--- config.mk ---
export PLATFORM = sky130hd
export DESIGN_NAME = led_pattern_sequencer
export DESIGN_NICKNAME = d
export VERILOG_FILES = /design/src/rtl/led_pattern_sequencer.sv
export SDC_FILE = /design/constraint.sdc
export NUM_CORES = 1
export LEC_CHECK = 0
export ABC_AREA = 1
export ABC_CLOCK_PERIOD_IN_PS = 2000
export CORE_ASPECT_RATIO = 1.1
export CORE_UTILIZATION = 50
export CTS_CLUSTER_DIAMETER = 200
export DETAILED_ROUTE_END_ITERATION = 8
export DONT_BUFFER_PORTS = 1
export GPL_TIMING_DRIVEN = 0
export PLACE_DENSITY = 0.68
export SYNTH_ARGS = -nofsm -noshare
export SYNTH_HDL_FRONTEND = slang
export SYNTH_SLANG_ARGS = --single-unit
export TNS_END_PERCENT = 100
--- constraint.sdc ---
create_clock -name clk -period 2 [get_ports clk]
set_input_delay 0.3 -clock clk [delete_from_list [all_inputs] [get_ports clk]]
set_output_delay 0.3 -clock clk [all_outputs]
set_load 0.02 [all_outputs]
--- src/rtl/led_pattern_sequencer.sv ---
// led_pattern_sequencer: divides the fabric clock down to step ticks and
// runs one of four 8-LED patterns (scan/bounce, Johnson fill, blink, static).
// Software loads a new configuration through a valid/ready handshake.
module led_pattern_sequencer #(
    parameter int unsigned DIV_W       = 27,
    parameter int unsigned DEFAULT_DIV = 12500000
) (
    input  logic             clk,
    input  logic             aresetn,
    input  logic             cfg_valid,
    output logic             cfg_ready,
    input  logic [1:0]       cfg_mode,
    input  logic [DIV_W-1:0] cfg_div,
    input  logic [7:0]       cfg_pattern,
    input  logic             cfg_en,
    output logic [7:0]       led_out,
    output logic             busy,
    output logic             step_tick
);

    typedef enum logic [1:0] {S_IDLE, S_LOAD, S_RUN} state_t;
    typedef enum logic [1:0] {M_SCAN, M_FILL, M_BLINK, M_STATIC} mode_t;

    localparam logic [9:0] SCAN_INIT = 10'b0000000011;
    localparam logic [9:0] SCAN_TOP  = 10'b1100000000;

    state_t             state_q, state_d;
    mode_t              mode_q, mode_d;
    logic [DIV_W-1:0]   div_q, div_d;
    logic [7:0]         pattern_q, pattern_d;
    logic               en_q, en_d;
    logic [DIV_W-1:0]   presc_q, presc_d;
    logic               dir_q, dir_d;
    logic [9:0]         shadow_q, shadow_d;
    logic [7:0]         led_q, led_d;
    logic               busy_q, busy_d;
    logic               tick_q, tick_d;
    logic               ready_q, ready_d;

    logic               handshake;
    logic [9:0]         shifted;

    // Next-state logic: handshake capture, LOAD initialisation, prescaler and pattern steps
    always_comb begin
        state_d   = state_q;
        mode_d    = mode_q;
        div_d     = div_q;
        pattern_d = pattern_q;
        en_d      = en_q;
        presc_d   = presc_q;
        dir_d     = dir_q;
        shadow_d  = shadow_q;
        led_d     = led_q;
        tick_d    = 1'b0;
        shifted   = '0;
        handshake = cfg_valid && ready_q;

        case (state_q)
            S_IDLE: begin
                presc_d = '0;
                if (handshake) begin
                    state_d   = S_LOAD;
                    mode_d    = mode_t'(cfg_mode);
                    div_d     = (cfg_div == '0) ? DIV_W'(1) : cfg_div;
                    pattern_d = cfg_pattern;
                    en_d      = cfg_en;
                end
            end
            S_LOAD: begin
                presc_d  = '0;
                dir_d    = 1'b0;
                shadow_d = SCAN_INIT;
                if (en_q) begin
                    state_d = S_RUN;
                    case (mode_q)
                        M_SCAN:   led_d = SCAN_INIT[8:1];
                        M_STATIC: led_d = pattern_q;
                        default:  led_d = '0;
                    endcase
                end else begin
                    state_d = S_IDLE;
                    led_d   = '0;
                end
            end
            S_RUN: begin
                // A reload wins over a coinciding step so the LED value is frozen through LOAD
                if (handshake) begin
                    state_d   = S_LOAD;
                    presc_d   = '0;
                    mode_d    = mode_t'(cfg_mode);
                    div_d     = (cfg_div == '0) ? DIV_W'(1) : cfg_div;
                    pattern_d = cfg_pattern;
                    en_d      = cfg_en;
                end else if (presc_q == div_q - DIV_W'(1)) begin
                    presc_d = '0;
                    tick_d  = 1'b1;
                    case (mode_q)
                        M_SCAN: begin
                            shifted  = dir_q ? {1'b0, shadow_q[9:1]} : {shadow_q[8:0], 1'b0};
                            shadow_d = shifted;
                            led_d    = shifted[8:1];
                            if (shifted == SCAN_TOP) begin
                                dir_d = 1'b1;
                            end else if (shifted == SCAN_INIT) begin
                                dir_d = 1'b0;
                            end
                        end
                        M_FILL:   led_d = {led_q[6:0], ~led_q[7]};
                        M_BLINK:  led_d = ~led_q;
                        default:  led_d = pattern_q;
                    endcase
                end else begin
                    presc_d = presc_q + DIV_W'(1);
                end
            end
            default: begin
                state_d = S_IDLE;
                led_d   = '0;
            end
        endcase

        busy_d  = (state_d == S_RUN);
        ready_d = (state_d != S_LOAD);
    end

    // State and registered outputs
    always_ff @(posedge clk or negedge aresetn) begin
        if (!aresetn) begin
            state_q   <= S_IDLE;
            mode_q    <= M_SCAN;
            div_q     <= DIV_W'(DEFAULT_DIV);
            pattern_q <= '0;
            en_q      <= 1'b0;
            presc_q   <= '0;
            dir_q     <= 1'b0;
            shadow_q  <= SCAN_INIT;
            led_q     <= '0;
            busy_q    <= 1'b0;
            tick_q    <= 1'b0;
            ready_q   <= 1'b1;
        end else begin
            state_q   <= state_d;
            mode_q    <= mode_d;
            div_q     <= div_d;
            pattern_q <= pattern_d;
            en_q      <= en_d;
            presc_q   <= presc_d;
            dir_q     <= dir_d;
            shadow_q  <= shadow_d;
            led_q     <= led_d;
            busy_q    <= busy_d;
            tick_q    <= tick_d;
            ready_q   <= ready_d;
        end
    end

    assign led_out   = led_q;
    assign busy      = busy_q;
    assign step_tick = tick_q;
    assign cfg_ready = ready_q;

endmodule

# Yosys cells after proc, flatten, opt, wreduce, memory -nomap -nowiden
# Index checks and enable logic that the tools add are counted.
# word_totals
reg_bits	89
latchBits	0
ramBits	0
mem_bits_ro	0
wordCells	70
mem_count	0
# classes
addsub	2
n_mul	0
div	0
n_lt_le_gt_ge	0
n_eq_ne	14
shift	0
mux	27
bitwise	3
reduce_logical	12
# op_table
operator	count
$mux W27	3
$pmux W27 S2	1
$pmux W8 S3	2
$mux W10	4
$add A27 B1 Y27 const B	1
$eq A27 B27 Y1	1
$logic_not A27 Y1	1
$sub A27 B1 Y27 const B	1
$mux W8	3
$pmux W10 S2	1
$pmux W8 S2	1
$eq A10 B10 Y1 const B	1
$eq A10 B2 Y1 const B	1
$eq A2 B2 Y1 const B	4
$mux W1	8
$not A8 Y8	1
$reduce_and A5 Y1	1
$eq A2 B1 Y1 const B	2
$logic_not A2 Y1	2
$mux W2	2
$ne A2 B1 Y1 const B	2
$ne A2 B2 Y1 const B	2
$pmux W2 S2	1
$reduce_and A4 Y1	1
other kinds (8)	11

# Depth between registers and ports, before layout
# depth
word_depth	8
ltp_mapped	20
ltp_nobuf	19

# Worst setup path before layout
# No wires, ideal clock.
# synth_path
path_type	flip-flop to flip-flop
from	reg div_q[0]
to	reg led_q[6] (netlist: led_out[6])
setup_ps	118
arrival_time_ps	1970
required_time_ps	1882
slack_ps	-89
stages_incl_launch_ff	15
synth_period_minus_slack_ps	2089
path_cell_list	dfrtp_1 inv_2 ha_1 nand2_2 nor2_8 nand3_2 o21ai_1 nand2_1 nor3_2 nand3_2 nand2_4 nand2_4 buf_6 nand2_1 o21ai_2
# synth_between
elab_chain_len	4
# synth_lines
element	line_no	source
start, declared	29	logic [DIV_W-1:0] div_q, div_d;
start signal, assigned	131	div_q <= DIV_W'(DEFAULT_DIV);
start signal, assigned	144	div_q <= div_d;
$sub A27 B1 Y27	94	end else if (presc_q == div_q - DIV_W'(1)) begin
$eq A27 B27 Y1	94	
$ne A2 B2 Y1 (no source line)	n/a	
$reduce_and A3 Y1 (no source line)	n/a	
end signal, assigned	150	led_q <= led_d;
end, declared	35	logic [7:0] led_q, led_d;
# Every way passes these cells.
# A chain may end at the register's enable or synchronous reset.

# Worst setup path after layout
# Ends and elaborated chain as after synthesis.

==> results.py <==
metrics = {
    "logic_synthesis": {
        "synth_top_area_share": 0.315,
        "yosys_most_used_dff": "dfrtp_1",
        "synth_cells": 816,
        "yosysWarnings": 0,
        "ys_seq_area_frac": 0.382,
        "synth-async-reset-ratio": 1.00,
        "syn_nets": 869,
        "synth_area_per_cell_um2": 7.21,
        "netlist-cell-type-count": 41,
        "synth_area_leaders": "dfrtp_1 (31%), nand2_1 (18%), dfstp_2 (6.7%)",
        "synth-seq-cells": 89,
        "synth_edf_count": 0,
        "yosys.area.top_type": "dfrtp_1",
        "netlist_area_um2": 5880,
    },
    "detailed_routing": {
        "drc": 0,
        "drtPass1Iterations": 5,
        "routedWlPerCell_um": 15.5,
        "num_vias": 5353,
        "drt_wl_total_mm": 15.4,
        "ant_nets": 0,
        "drt_iter0_drc": 337,
        "vias_per_cell": 5.37,
    },
    "floorplan": {
        "coreArea_um2": 11400,
        "start_util": 0.514,
        "dieArea_um2": 12200,
        "io_pins": 52,
        "die_h_um": 116,
        "fp.dieW_um": 105,
        "num_rows": 41,
    },
    "setup_path": {
        "crit_path_end_kind": "flip-flop",
        "critPathMaxFanout": 8,
        "path_buf_inv": 2,
        "crit_path_cell_trace": "inv_2 > ha_4 > nand2_4 > nor2_8 > nand2_4 > nor2_2 > nand2_1 > nand2_1 > nand2_1 > nor3_4 > nand3_4 > nand2_8 > nand2_8 > buf_12 > nand2_2 > o21ai_2",
        "startpoint_type": "flip-flop",
        "path_common_cell": "nand2_1",
        "worstPathRequired_ns": 2.23,
        "slowest_stage": "dfrtp_1",
        "crit_type": "flip-flop to flip-flop",
        "slowest_delay_ns": 0.40,
        "critPathArrivalTime_ns": 2.49,
        "crit_family": "simple AND/OR/NAND/NOR gates",
    },
    "sta": {
        "grt_setup_unrepaired": "true",
        "period_minus_slack_ns": 2.26,
        "setup_ws_ns": -0.260,
        "slew_violations": 0,
        "finalSetupViolCount": 47,
        "maxSlewHeadroom": 0.424,
        "skew_ns": 0.00740,
        "max_freq_mhz": 443,
        "worst_slew_pin_slew_ns": 0.857,
        "hold_viol": 89,
        "hold_ws_ns": -0.351,
        "fin_crit_sh": 1.13,
    },
    "power_and_ir_drop": {
        "pwr-share-clk": 0.209,
        "pwr-share-comb": 0.433,
        "sw_frac_of_total": 0.440,
        "internal_power_mw": 4.79,
        "power_density_nw_per_um2": 1270,
        "switchingPower_mw": 3.76,
        "seqPwrFrac": 0.357,
        "leakage_nw": 3.07,
        "vdd_ir_drop_max_uv": 524,
    },
    "global_route": {
        "grt_start_max_net_pins": 90,
        "track_usage": 0.261,
        "grt_pass1_wl_mm": 24.5,
        "grt_pass1_vias": 5233,
        "overflow": 0,
        "antenna_found_initial": 0,
    },
    "clock_tree": {
        "path_clk_slew_ns": 0.07,
        "cts_tree": "built",
        "insertion_delay_ns": 0.34,
        "root_buffer": "clkbuf_16",
        "htreeDepth": 3,
        "cts_inserted_buffers": 9,
        "cts_sinks": 89,
        "clk_path_buf_depth": 2,
    },
    "final_layout": {
        "syn_to_final_growth_pct": 14.8,
        "n_fill_cell": 1040,
        "nets": 895,
        "layout_common_cells": "nand2_1 (273), inv_1 (70), dfrtp_1 (70), nor2_1 (62), o21ai_0 (56)",
        "antennaDiodeCount": 0,
        "layout_commonest_cell": "nand2_1",
        "drive_gt1_frac": 0.185,
    },
    "place": {
        "gp_congestion": 0.956,
        "place_ws_ns": -0.402,
        "dp_hpwl_mm": 11.6,
        "numPortBuffers": 0,
    },
    "run_status": {
        "failed_checks": "hold timing, setup timing",
        "status": "complete, but fails checks",
    },
    "hold_path": {
        "hold_path_class": "primary input to asynchronous set/reset pin",
    },
    "flow_run": {
        "cap_violations": 0,
    },
}
registers in the layout (all words and copies together), names as in the netlist:
name       count
busy           1
cfg_ready      1
dir_q          1
div_q         27
en_q           1
led_out        8
mode_q         2
pattern_q      8
presc_q       27
shadow_q      10
state_q        2
step_tick      1
final cells by class:
| class | instances | area (µm²) | share of cell area |
|---|---|---|---|
| Buffer | 24 | 145 | 0.0215 |
| Timing Repair Buffer | 16 | 141 | 0.0209 |
| Tap cell | 150 | 188 | 0.0278 |
| Clock buffer | 10 | 239 | 0.0354 |
| Clock inverter | 6 | 73.8 | 0.0109 |
| Inverter | 75 | 282 | 0.0417 |
| Sequential cell | 89 | 2250 | 0.333 |
| Multi-Input combinational cell | 627 | 3430 | 0.508 |
metrics by stage:
| step | cell area [µm²] | power [mW] | utilization | instances | TNS, ns |
|---|---|---|---|---|---|
| 3_3_place_gp | 6100 | 6.17 | 0.533 | 966 | -22.68 |
| 3_5_place_dp | 6100 | 6.26 | 0.533 | 966 | -25.88 |
| 5_1_grt | 6750 | 9.17 | 0.590 | 997 | -20.90 |
| 4_1_cts | 6550 | 8.24 | 0.573 | 989 | -9.88 |
| 6_report | 6750 | 8.55 | 0.590 | 997 | -9.52 |
| 2_1_floorplan | 5910 | 5.44 | - | 816 | -0.0111 |
synthesized netlist by cell type, types with 5 or more instances:
cell type	number
nand4_1	21
nand2_2	7
inv_1	71
nand3b_1	5
nand2_1	285
xnor2_1	15
o21ai_0	56
nor3_1	9
nor2_1	78
dfrtp_1	74
nor2_4	5
nand3_1	25
dfstp_2	15
o21ai_2	18
ha_1	12
xor2_1	35
nor2_2	7
clkbuf_1	16
buf_2	5
o21ai_1	5
or2_2	7
nor4_1	10
cells by family after synthesis:
family	synth area share
fa+ha+maj	0.0255
xor+xnor	0.0745
simple gates	0.350
flops	0.382
compound gates	0.0991
buf+inv	0.0687
timing repair:
item                                   4_1_cts  5_1_grt
endpoints found under the hold margin       89       89
pin swaps                                    3       18
setup endpoints to repair                   85       84
cloned                                       0        2
setup buffers                                8        6
gates resized for setup                     24       42
metal layers:
layer,vias up,routed length [µm],share of wire,GRT usage
met3,49,478,0.031,0.0309
li1,2654,-,-,-
met4,0,794,0.052,0.181
met2,143,7950,0.52,0.475
met5,-,0,0,0
met1,2507,6190,0.40,0.285
path summary, 6_finish.rpt:
| kind | start | end | slack [ns] | depth (start not counted) |
|---|---|---|---|---|
| max | div_q[0] | led_out[6] | -0.26 | 16 |
| min | aresetn | shadow_q[5] | -0.35 | 0 |
| max in group asynchronous | aresetn | div_q[21] | 2.13 | 0 |
| min in group clk | cfg_div[17] | div_q[17] | 0.05 | 2 |
| max reg2reg | div_q[0] | led_out[6] | -0.26 | 16 |
| min reg2reg | pattern_q[5] | pattern_q[5] | 0.47 | 2 |
power groups by stage:
stage	clock network, mW	logic [mW]	registers (mW)
floorplan	0	2.59	2.85
global placement	0	3.14	3.03
detailed placement	0	3.23	3.03
CTS	1.82	3.40	3.03
global route	1.88	4.17	3.12
finish	1.79	3.71	3.05
Power figures use the tool's default switching activity.
